## src/rtl/fighter_controller_if.sv

```systemverilog
// Player control bus: frame timing, buttons, hit detection and opponent
// position in; sprite position, animation state and attack flag out.
interface fighter_controller_if;
    logic       frame_tick;
    logic       btn_left;
    logic       btn_right;
    logic       btn_attack;
    logic       got_hit;
    logic [9:0] opponent_x;
    logic [9:0] player_x;
    logic [3:0] player_state;
    logic       attack_active;

    // Game-level side: drives inputs, consumes the player outputs
    modport master (
        output frame_tick,
        output btn_left,
        output btn_right,
        output btn_attack,
        output got_hit,
        output opponent_x,
        input  player_x,
        input  player_state,
        input  attack_active
    );

    // Fighter controller side
    modport slave (
        input  frame_tick,
        input  btn_left,
        input  btn_right,
        input  btn_attack,
        input  got_hit,
        input  opponent_x,
        output player_x,
        output player_state,
        output attack_active
    );
endinterface

```

## src/rtl/fighter_controller.sv

```systemverilog
// Per-player game-state engine. Once per video frame it samples buttons and
// any pending hit, advances the walk/attack/hitstun state machine and moves
// the sprite, clamping to the screen edges and to the opponent.
module fighter_controller #(
    parameter int START_X         = 100,
    parameter int FACING_RIGHT    = 1,
    parameter int SPEED_FWD       = 3,
    parameter int SPEED_BACK      = 2,
    parameter int X_MIN           = 0,
    parameter int X_MAX           = 640,
    parameter int PLAYER_W        = 64,
    parameter int STARTUP_FRAMES  = 5,
    parameter int ACTIVE_FRAMES   = 2,
    parameter int RECOVERY_FRAMES = 16,
    parameter int HITSTUN_FRAMES  = 20
) (
    input logic                 clk,
    input logic                 reset,
    fighter_controller_if.slave bus
);

    typedef enum logic [3:0] {
        ST_IDLE         = 4'd0,
        ST_WALK_FWD     = 4'd1,
        ST_WALK_BACK    = 4'd2,
        ST_ATK_STARTUP  = 4'd3,
        ST_ATK_ACTIVE   = 4'd4,
        ST_ATK_RECOVERY = 4'd5,
        ST_HITSTUN      = 4'd6
    } state_t;

    // Phase counter only has to hold the longest phase length minus one.
    localparam int MAX_AB     = (STARTUP_FRAMES > ACTIVE_FRAMES) ? STARTUP_FRAMES : ACTIVE_FRAMES;
    localparam int MAX_CD     = (RECOVERY_FRAMES > HITSTUN_FRAMES) ? RECOVERY_FRAMES : HITSTUN_FRAMES;
    localparam int MAX_FRAMES = (MAX_AB > MAX_CD) ? MAX_AB : MAX_CD;
    localparam int CNT_W      = (MAX_FRAMES > 1) ? $clog2(MAX_FRAMES) : 1;

    localparam logic [CNT_W-1:0] STARTUP_LOAD  = CNT_W'(STARTUP_FRAMES - 1);
    localparam logic [CNT_W-1:0] ACTIVE_LOAD   = CNT_W'(ACTIVE_FRAMES - 1);
    localparam logic [CNT_W-1:0] RECOVERY_LOAD = CNT_W'(RECOVERY_FRAMES - 1);
    localparam logic [CNT_W-1:0] HITSTUN_LOAD  = CNT_W'(HITSTUN_FRAMES - 1);

    // Position arithmetic is done on 11 bits so sums and differences never wrap.
    localparam logic [10:0] X_LO    = 11'(X_MIN);
    localparam logic [10:0] X_HI    = 11'(X_MAX - PLAYER_W);
    localparam logic [10:0] PW      = 11'(PLAYER_W);
    localparam logic [10:0] SPD_FWD = 11'(SPEED_FWD);
    localparam logic [10:0] SPD_BCK = 11'(SPEED_BACK);
    localparam logic [9:0]  X_LO_10 = 10'(X_MIN);
    localparam logic [9:0]  X_HI_10 = 10'(X_MAX - PLAYER_W);
    localparam logic [9:0]  X_START = 10'(START_X);

    state_t           state_reg, state_next;
    logic [CNT_W-1:0] cnt_reg, cnt_next;
    logic [9:0]       x_reg, x_next;
    logic             prev_attack_reg, prev_attack_next;
    logic             hit_latch_reg, hit_latch_next;

    logic             hit_pending;
    logic             attack_press;
    logic             fwd_btn;
    logic             back_btn;
    logic [9:0]       fwd_x;
    logic [9:0]       back_x;

    // Move toward +x, capped at the right screen bound.
    function automatic logic [9:0] step_up(input logic [9:0] x, input logic [10:0] spd);
        logic [10:0] sum;
        sum = {1'b0, x} + spd;
        return (sum > X_HI) ? X_HI_10 : sum[9:0];
    endfunction

    // Move toward -x, floored at the left screen bound.
    function automatic logic [9:0] step_down(input logic [9:0] x, input logic [10:0] spd);
        logic [10:0] floor_x;
        logic [10:0] diff;
        floor_x = X_LO + spd;
        diff    = {1'b0, x} - spd;
        return ({1'b0, x} < floor_x) ? X_LO_10 : diff[9:0];
    endfunction

    // Keep a +x move at or below lim; if already past lim, stay put rather
    // than being pushed backward.
    function automatic logic [9:0] clamp_below(input logic [9:0] cand, input logic [9:0] x,
                                               input logic [10:0] lim);
        if ({1'b0, cand} > lim)
            return ({1'b0, x} > lim) ? x : lim[9:0];
        return cand;
    endfunction

    // Keep a -x move at or above lim; if already past lim, stay put.
    function automatic logic [9:0] clamp_above(input logic [9:0] cand, input logic [9:0] x,
                                               input logic [10:0] lim);
        if ({1'b0, cand} < lim)
            return ({1'b0, x} < lim) ? x : lim[9:0];
        return cand;
    endfunction

    // A hit arriving in the tick cycle itself still counts for that tick.
    assign hit_pending  = hit_latch_reg | bus.got_hit;
    assign attack_press = bus.btn_attack & ~prev_attack_reg;

    generate
        if (FACING_RIGHT != 0) begin : g_face_right
            logic [10:0] opp_lim;

            assign fwd_btn  = bus.btn_right & ~bus.btn_left;
            assign back_btn = bus.btn_left & ~bus.btn_right;

            // Forward is +x and may not close within one sprite width of the opponent.
            always_comb begin
                opp_lim = X_LO;
                if ({1'b0, bus.opponent_x} >= X_LO + PW)
                    opp_lim = {1'b0, bus.opponent_x} - PW;
                fwd_x  = clamp_below(step_up(x_reg, SPD_FWD), x_reg, opp_lim);
                back_x = step_down(x_reg, SPD_BCK);
            end
        end else begin : g_face_left
            logic [10:0] opp_lim;

            assign fwd_btn  = bus.btn_left & ~bus.btn_right;
            assign back_btn = bus.btn_right & ~bus.btn_left;

            // Forward is -x and must stay at least one sprite width right of the opponent.
            always_comb begin
                opp_lim = {1'b0, bus.opponent_x} + PW;
                fwd_x   = clamp_above(step_down(x_reg, SPD_FWD), x_reg, opp_lim);
                back_x  = step_up(x_reg, SPD_BCK);
            end
        end
    endgenerate

    // Next-state logic: hit latch runs every cycle, everything else only on frame_tick.
    always_comb begin
        state_next       = state_reg;
        cnt_next         = cnt_reg;
        x_next           = x_reg;
        prev_attack_next = prev_attack_reg;
        hit_latch_next   = hit_latch_reg | bus.got_hit;

        if (bus.frame_tick) begin
            hit_latch_next   = 1'b0;
            prev_attack_next = bus.btn_attack;

            if (hit_pending && (state_reg != ST_HITSTUN)) begin
                state_next = ST_HITSTUN;
                cnt_next   = HITSTUN_LOAD;
            end else begin
                case (state_reg)
                    ST_IDLE, ST_WALK_FWD, ST_WALK_BACK: begin
                        if (attack_press) begin
                            state_next = ST_ATK_STARTUP;
                            cnt_next   = STARTUP_LOAD;
                        end else if (fwd_btn) begin
                            state_next = ST_WALK_FWD;
                            x_next     = fwd_x;
                        end else if (back_btn) begin
                            state_next = ST_WALK_BACK;
                            x_next     = back_x;
                        end else begin
                            state_next = ST_IDLE;
                        end
                    end

                    ST_ATK_STARTUP, ST_ATK_ACTIVE, ST_ATK_RECOVERY, ST_HITSTUN: begin
                        if (cnt_reg != '0) begin
                            cnt_next = cnt_reg - CNT_W'(1);
                        end else begin
                            case (state_reg)
                                ST_ATK_STARTUP: begin
                                    state_next = ST_ATK_ACTIVE;
                                    cnt_next   = ACTIVE_LOAD;
                                end
                                ST_ATK_ACTIVE: begin
                                    state_next = ST_ATK_RECOVERY;
                                    cnt_next   = RECOVERY_LOAD;
                                end
                                default: state_next = ST_IDLE;
                            endcase
                        end
                    end

                    default: state_next = ST_IDLE;
                endcase
            end
        end
    end

    // State, position, counter and latch registers with synchronous reset.
    always_ff @(posedge clk) begin
        if (reset) begin
            state_reg       <= ST_IDLE;
            cnt_reg         <= '0;
            x_reg           <= X_START;
            prev_attack_reg <= 1'b0;
            hit_latch_reg   <= 1'b0;
        end else begin
            state_reg       <= state_next;
            cnt_reg         <= cnt_next;
            x_reg           <= x_next;
            prev_attack_reg <= prev_attack_next;
            hit_latch_reg   <= hit_latch_next;
        end
    end

    assign bus.player_x      = x_reg;
    assign bus.player_state  = state_reg;
    assign bus.attack_active = (state_reg == ST_ATK_ACTIVE);

endmodule

```

## src/flat_wrapper.sv

```systemverilog
// flat-port wrapper written by rule: the top's interface ports become plain ports
module fighter_controller_flat 
#(
    parameter int START_X         = 100,
    parameter int FACING_RIGHT    = 1,
    parameter int SPEED_FWD       = 3,
    parameter int SPEED_BACK      = 2,
    parameter int X_MIN           = 0,
    parameter int X_MAX           = 640,
    parameter int PLAYER_W        = 64,
    parameter int STARTUP_FRAMES  = 5,
    parameter int ACTIVE_FRAMES   = 2,
    parameter int RECOVERY_FRAMES = 16,
    parameter int HITSTUN_FRAMES  = 20
)
  (clk, reset, bus_frame_tick, bus_btn_left, bus_btn_right, bus_btn_attack, bus_got_hit, bus_opponent_x, bus_player_x, bus_player_state, bus_attack_active);
  fighter_controller_if bus_i ();
  input logic clk;
  input logic reset;
  input wire logic [$bits(bus_i.frame_tick)-1:0] bus_frame_tick;
  input wire logic [$bits(bus_i.btn_left)-1:0] bus_btn_left;
  input wire logic [$bits(bus_i.btn_right)-1:0] bus_btn_right;
  input wire logic [$bits(bus_i.btn_attack)-1:0] bus_btn_attack;
  input wire logic [$bits(bus_i.got_hit)-1:0] bus_got_hit;
  input wire logic [$bits(bus_i.opponent_x)-1:0] bus_opponent_x;
  output wire logic [$bits(bus_i.player_x)-1:0] bus_player_x;
  output wire logic [$bits(bus_i.player_state)-1:0] bus_player_state;
  output wire logic [$bits(bus_i.attack_active)-1:0] bus_attack_active;
  assign bus_i.frame_tick = bus_frame_tick;
  assign bus_i.btn_left = bus_btn_left;
  assign bus_i.btn_right = bus_btn_right;
  assign bus_i.btn_attack = bus_btn_attack;
  assign bus_i.got_hit = bus_got_hit;
  assign bus_i.opponent_x = bus_opponent_x;
  assign bus_player_x = bus_i.player_x;
  assign bus_player_state = bus_i.player_state;
  assign bus_attack_active = bus_i.attack_active;
  fighter_controller #(.START_X(START_X), .FACING_RIGHT(FACING_RIGHT), .SPEED_FWD(SPEED_FWD), .SPEED_BACK(SPEED_BACK), .X_MIN(X_MIN), .X_MAX(X_MAX), .PLAYER_W(PLAYER_W), .STARTUP_FRAMES(STARTUP_FRAMES), .ACTIVE_FRAMES(ACTIVE_FRAMES), .RECOVERY_FRAMES(RECOVERY_FRAMES), .HITSTUN_FRAMES(HITSTUN_FRAMES)) u_core (.clk(clk), .reset(reset), .bus(bus_i));
endmodule
```

## config.mk

```make
export PLATFORM = sky130hd
export DESIGN_NAME = fighter_controller_flat
export DESIGN_NICKNAME = d
export VERILOG_FILES = /design/src/rtl/fighter_controller_if.sv /design/src/rtl/fighter_controller.sv /design/src/flat_wrapper.sv
export SDC_FILE = /design/constraint.sdc
export NUM_CORES = 1
export LEC_CHECK = 0
export ABC_CLOCK_PERIOD_IN_PS = 4300
export CORE_MARGIN = 3
export CORE_UTILIZATION = 30
export DETAILED_ROUTE_END_ITERATION = 8
export HOLD_SLACK_MARGIN = 0.15
export PLACE_DENSITY = 0.62
export SETUP_SLACK_MARGIN = 0.2
export SLEW_MARGIN = 10
export SYNTH_ARGS = -nofsm -noshare
export SYNTH_HDL_FRONTEND = slang
export SYNTH_SLANG_ARGS = --single-unit
```

## constraint.sdc

```tcl
create_clock -name clk -period 4.3 [get_ports clk]
set_clock_uncertainty 0.05 [all_clocks]
set_input_delay 0.86 -clock clk [delete_from_list [all_inputs] [get_ports clk]]
set_output_delay 0.86 -clock clk [all_outputs]
set_load 0.005 [all_outputs]
```

==> metrics.md, run 1 <==
| Metric | Value |
|---|---|
| Status | `finished clean` |
| Synth Area in Adders | `roughly 16%` |
| Crit path time final | `approximately 4100 ps` |
| Worst R2R Path Depth | `18` |
| CTS tree | `yes` |
| Synth cell count leaders | `nor2_1, ha_1, a21oi_1, o21ai_0, dfxtp_1` |
| Die height | `95.3 um` |
| Detailed-route DRC error count | `0` |
| I/O Pins | `32` |
| Peak supply drop | `0.0000754 V` |
| Synth Register Bits | `20` |
| Synth Flop Type | `dfxtp_1` |
| Max Root-Sink Buffers | `2` |
| Final core occ | `45.6%` |
| Vias in the first global route | `2585` |
| Core area | `roughly 0.0075 mm2` |
| Via-per-instance ratio | `around 5.6` |
| Non-Filler Instances | `482` |
| Synth top area share | `roughly 17%` |
| Simple-gate share of the synthesized area | `24.2%` |
| Post-synth top area cell | `dfxtp_1` |
| Reg-to-Reg End | `u_core.bus.player_x[6]` |
| Grt ovf | `0` |
| Pwr Total | `0.581 mW` |
| Launch point of the worst reg-to-reg path | `u_core.bus.player_x[1]` |
| Row count | `31` |
| Final hold violations | `0` |
| Die area | `0.00907 mm2` |
| 1st-pass router iterations | `5` |
| DP HPWL | `5860 um` |
| Layout cells sized above 1 | `24.5%` |
| Fin nets | `432` |
| Post-synth EDFFs | `0` |
| RSZ-0062 raised after global routing | `true` |
| Post-DRT Antenna Nets | `0` |
| Leakage power | `1.37 nW` |
| Worst setup path class | `input port to register` |
| Post-synthesis async set-or-reset flop share | `0%` |
| Cell Pwr Density | `roughly 170 mW/mm2` |
| Crit. Startpoint | `bus_opponent_x[7]` |
| Max_cap viols | `0` |
| Clock Pin Slew Worst Setup and Hold Paths | `roughly 80 ps` |
| CTS Hold Bufs | `0` |
| Count leader, synth | `nor2_1` |
| Hold WC Path Type | `register to register` |
| Multiplexer area fraction after synthesis | `less than 1%` |
| Diode count | `0` |
| Worst-path fanout max | `5` |
| TritonCTS buffer count | `3` |
| First-pass GRT wire length | `12200 um` |
| Synth warn | `0` |
| Avg Cell Area, Syn | `7.35 um2` |
| Initial antenna violation count | `0` |
| Slew Limit Fails | `0` |
| Slew Limit Headroom | `approximately a third` |
| Mapped Cells | `325` |
| Root Buffer | `clkbuf_8` |
| Htree depth | `1` |
| Post-route clock period utilization | `95.1%` |
| Synth Area in Compound Gates | `31.8%` |
| Largest family of logic cells by synthesized area | `compound AO/OA/AOI/OAI gates` |
| Crit start category | `input port` |
| Synth Net Count | `372` |
| Final setup viols | `0` |
| CP endpoint | `u_core.bus.player_x[6]` |
| GR Util All Layers | `16.8%` |
| Synthesized area | `0.00239 mm2` |
| Crit. End Element | `register` |
| Largest net degree at the start of global routing | `25` |
| Crit path DAT | `4220 ps` |
| Syn-to-layout area delta | `42.9%` |
| Share of the yosys chip area belonging to registers | `~17%` |
| Placer's final routability congestion estimate | `0.889` |
| Max reg flops | `10` |
| Worst-Margin Slew | `between 900 and 1000 ps` |
| Number of DRC markers in iteration 0 | `336` |
| I/O Buffers | `30` |
| Placed Instances | `472` |
| Xor/xnor share of the synthesized area | `4.03%` |
| Max Freq | `~240 MHz` |
| Post-Route WL | `7890 um` |
| Die width | `~95 um` |
| Vias post-DR | `2700` |
| Mean routed wirelength per cell | `roughly 16 um` |
| Clk Latency, worst-skew pair | `around 260 ps` |
| TritonCTS Sinks | `20` |
| R2R Setup Slk | `roughly 330 ps` |
| Starting density of the core | `31.9%` |
| Synth unique cells | `58` |
| Ranking of synthesized cells by area | `dfxtp_1, ha_1, nor2_1` |
| Worst Path Required | `4430 ps` |
==> cells in the final DEF, fill, tap and decap left out, types with 8 or more instances in the layout <==
master / instances
ha_1: 23
a211o_1: 8
buf_4: 41
clkdlybuf4s50_1: 25
a31oi_1: 9
a21oi_1: 21
inv_1: 13
a21o_1: 8
nand2_1: 14
o21ai_0: 19
nor2_1: 33
dfxtp_1: 19
==> power by group <==
part / internal (mW) / switching [mW]
clock: 0.0625 / 0.0637
sequential: 0.194 / 0.0121
combinational: 0.121 / 0.127
==> worst min-delay path by stage <==
stage / startpoint / endpoint / slack (ps) / cells past startpoint
after CTS: u_core.prev_attack_reg / u_core.prev_attack_reg / 460 / 2
final: u_core.prev_attack_reg / u_core.prev_attack_reg / 460 / 2
after global placement: u_core.prev_attack_reg / u_core.prev_attack_reg / 430 / 2
after floorplan: u_core.prev_attack_reg / u_core.prev_attack_reg / 410 / 2
after detailed placement: u_core.prev_attack_reg / u_core.prev_attack_reg / 440 / 2
after global routing: u_core.prev_attack_reg / u_core.prev_attack_reg / 480 / 2
==> stage by stage <==
stage	hold slack [ps]	worst slack, ps	instance area (um2)	TNS [ps]
floorplan	411	210	2410	0
global placement	425	-172	3040	-956
detailed placement	436	-271	3040	-1690
CTS	456	202	3130	0
global route	479	74.8	3420	0
finish	456	211	3420	0
==> worst max-delay path, cell delays in order <==
cell	delay [ps]
clkdlybuf4s50_1	450
inv_2	100
ha_1	190
nand2b_4	70
nor3_4	200
nand2b_4	230
buf_6	140
nand2_4	70
ha_4	270
nand4_1	150
nor3b_2	280
a311oi_2	90
o41a_1	230
a21o_1	280
buf_6	150
a211o_1	260
o211ai_1	160
==> cells by family after synthesis <==
logic type                 count (synthesis)
other                                      1
muxes                                      2
DFF                                       20
AOI/OAI and AO/OA                        112
and+or+nand+nor                          111
adders and majority gates                 30
buffers and inverters                     38
xor gates and xnor gates                  11
==> cell type report <==
type	count	area [um2]
Clock buffer	3	41.3
Fill cell	734	4070
Inverter	16	60.1
Multi-Input combinational cell	268	2110
Sequential cell	20	402
Tap cell	99	124
Timing Repair Buffer	76	677
==> repair_timing <==
action	in CTS	in global routing
pin swaps	9	17
gates resized for setup	5	51
setup buffers	3	3
cloned	1	0
setup endpoints to repair	10	10
==> per-layer routing <==
layer	vias up	share of wire [%]	routed length, um	track usage (%)
li1	1328	-	-	-
met3	13	4.7	369	1.74
met5	-	0	0	0
met2	94	51	4030	30.8
met4	0	2.0	161	4.81
met1	1265	42	3330	20.7
No activity file was read; power rests on OpenSTA's default activity.
==> run 2: changes to the inputs <==
- CAP_MARGIN: unset -> 20
==> results of run 2 <==
Same layout as run 1: the final DEF is identical, and so are final timing and power.
==> run 3: changes to the inputs <==
- ABC_CLOCK_PERIOD_IN_PS: 4300 -> 3440
- CORE_MARGIN: 3 -> unset
- clock period: 4.3 -> 3.44 ns (I/O delays scaled with it)
==> run 3 against run 2 <==
The run now ends with negative setup slack left. Register-to-register slack got worse by 600 ps. Final cell count rose by 8.9%. Worst hold slack got worse by 6.8 ps. Clock-buffer cell count rose by 1. Sequential cell count did not move. First-iteration DRC count fell by 25%. Via count rose by 8.3%. Critical path type is now register to register. Largest cell class unchanged.
==> metrics.md, run 3 (synthesis gave the netlist of run 1 again) <==
| Metric | Value |
|---|---|
| Layout cells sized above 1 | `39.7% (+15 points)` |
| Reg-to-Reg End | `u_core.bus.player_x[0]` |
| Min-delay src | `u_core.prev_attack_reg` |
| Grt ovf | `0 (unchanged)` |
| Die height | `91.3 um (-4.2%)` |
| Crit path time final | `3710 ps` |
| Starting density of the core | `30.9% (-1.0 points)` |
| Crit path DAT | `3840 ps (-380 ps)` |
| CTS Hold Bufs | `0 (unchanged)` |
| Placer's final routability congestion estimate | `0.944 (+6.2%)` |
| CTS tree | `yes` |
| Worst-path fanout max | `5 (unchanged)` |
| TritonCTS Sinks | `20 (unchanged)` |
| Non-Filler Instances | `525 (+8.9%)` |
| Final hold violations | `0 (unchanged)` |
| Htree depth | `1 (unchanged)` |
| Worst-Margin Slew | `637 ps (-334 ps)` |
| Hold Path Depth | `2 (unchanged)` |
| Failing checks | `negative setup slack` |
| Max_cap viols | `0 (unchanged)` |
| Number of DRC markers in iteration 0 | `253 (-25%)` |
| Final hold slack | `449 ps (-6.77 ps)` |
| Clock Pin Slew Worst Setup and Hold Paths | `80 ps (about the same)` |
| Worst Path Required | `3570 ps (-860 ps)` |
| Detailed-route DRC error count | `0 (unchanged)` |
| Worst R2R Path Depth | `16 (-2)` |
| Crit-path cells | `inv_6, ha_4, buf_6, nand3b_1, buf_4, nand4b_1, a22oi_2, a21o_4, nor2_4, ha_4, a21o_1, a21o_1, o41ai_4, nand2_1, or4_1, a31oi_1` |
| Crit. End Element | `register` |
| Hold Path End | `u_core.prev_attack_reg` |
| Slew Limit Headroom | `57.2% (+22 points)` |
| Status | `complete, but fails checks` |
| Commonest non-fill, non-tap cell in the layout | `buf_4` |
| Placed Instances | `504 (+6.8%)` |
| Fin nets | `471 (+9.0%)` |
| Die width | `91.3 um (-4.2%)` |
| Vias in the first global route | `2883 (+12%)` |
| Via-per-instance ratio | `5.57 (-0.61%)` |
| Launch point of the worst reg-to-reg path | `u_core.bus.player_x[1]` |
| Die area | `0.00833 mm2 (-8.2%)` |
| I/O Pins | `32 (unchanged)` |
| Hold WC Path Type | `register to register` |
| Peak supply drop | `0.000170 V (+130%)` |
| Cell Pwr Density | `208 mW/mm2 (+22%)` |
| Diode count | `0 (unchanged)` |
| Post-DRT Antenna Nets | `0 (unchanged)` |
| Max reg flops | `10 (unchanged)` |
| Critical Path Max Stage Delay | `490 ps (+40 ps)` |
| Slew Limit Fails | `0 (unchanged)` |
| DP HPWL | `6120 um (+4.5%)` |
| First-pass GRT wire length | `13900 um (+14%)` |
| Place WS | `-837 ps (-566 ps)` |
| 1st-pass router iterations | `6 (+1)` |
| GR Util All Layers | `20.6% (+3.8 points)` |
| I/O Buffers | `30 (unchanged)` |
| Max Root-Sink Buffers | `2 (unchanged)` |
| Critical path's slowest cell | `o41ai_4` |
| Leakage power | `1.59 nW (+15%)` |
| Core area | `0.00773 mm2 (+3.2%)` |
| Final setup viols | `10 (+10)` |
| Top delay family on crit path | `compound AO/OA/AOI/OAI gates` |
| Mean routed wirelength per cell | `16.2 um (-1.4%)` |
| Syn-to-layout area delta | `67.6%` |
| # fillers | `680 (-7.4%)` |
| Root Buffer | `clkbuf_8` |
| Vias post-DR | `2923 (+8.3%)` |
| Worst setup path class | `register to register` |
| CP Buf/Inv Count | `3 (-1)` |
| Initial antenna violation count | `0 (unchanged)` |
| R2R Setup Slk | `-270 ps (-600 ps)` |
| Post-Route WL | `8480 um (+7.4%)` |
| Max Freq | `approximately 270 MHz` |
| Post-route clock period utilization | `108%` |
| PnR worst setup slack | `-272 ps (-483 ps)` |
| Clk Latency, worst-skew pair | `270 ps (about the same)` |
| RSZ-0062 raised after global routing | `true` |
| Largest net degree at the start of global routing | `16 (-36%)` |
| Row count | `32 (+3.2%)` |
| TritonCTS buffer count | `3 (unchanged)` |
| Crit start category | `register` |
| Most frequent cells in the layout | `buf_4, nor2_1, clkdlybuf4s50_1` |
| Final core occ | `51.8% (+6.2 points)` |
## run 3: where the power goes
group / switching, mW / internal, mW / total [mW]
logic: 0.176 / 0.182 / 0.358
clock network: 0.0905 / 0.126 / 0.217
registers: 0.0160 / 0.242 / 0.258
total: 0.282 / 0.551 / 0.833
## run 3: how the worst max path moves through the flow
stage / endpoint / startpoint / depth (start not counted) / slack (ps)
CTS: u_core.bus.player_x[7] / u_core.bus.player_x[1] / 18 / -240
global route: u_core.bus.player_x[7] / u_core.bus.player_x[1] / 19 / -420
global placement: u_core.bus.player_x[9] / bus_opponent_x[5] / 14 / -780
finish: u_core.bus.player_x[0] / u_core.bus.player_x[1] / 16 / -270
detailed placement: u_core.bus.player_x[1] / bus_opponent_x[5] / 13 / -840
floorplan: u_core.bus.player_x[4] / bus_opponent_x[5] / 14 / -270
## run 3: area by class of cell
class / count / area (um2) / share of cell area, %
timing repair buffer: 114 / 968 / 24.2
sequential: 20 / 408 / 10.2
tap: 102 / 128 / 3.19
inverter: 16 / 65.1 / 1.62
multi-input combinational: 269 / 2370 / 59.2
clock buffer: 4 / 66.3 / 1.66
## run 3: layer usage
metal | GRT usage [%] | routed length [um] | part of all wire, %
met1 | 26.6 | 3820 | 45
met4 | 7.14 | 233 | 2.7
met5 | 0 | 0 | 0
met2 | 33.6 | 3860 | 46
met3 | 4.69 | 566 | 6.7
## run 3: per-stage QoR
| step | total power, mW | instance area (um2) | TNS [ps] |
|---|---|---|---|
| after global routing | 0.884 | 4010 | -3540 |
| after detailed placement | 0.567 | 3420 | -7920 |
| after floorplan | 0.447 | 2590 | -1860 |
| after CTS | 0.813 | 3870 | -2020 |
| final | 0.833 | 4010 | -2160 |
| after global placement | 0.564 | 3420 | -7460 |
## run 3: tightest hold or removal path: stages (launching register included)
cell and delay (ps):
dfxtp_1 330, mux2i_1 70, nor2_1 70
## run 3: what timing repair did
item,in CTS,in global routing
setup endpoints to repair,10,10
setup buffers,11,4
pin swaps,35,19
gates resized for setup,62,25
gates cloned,2,0
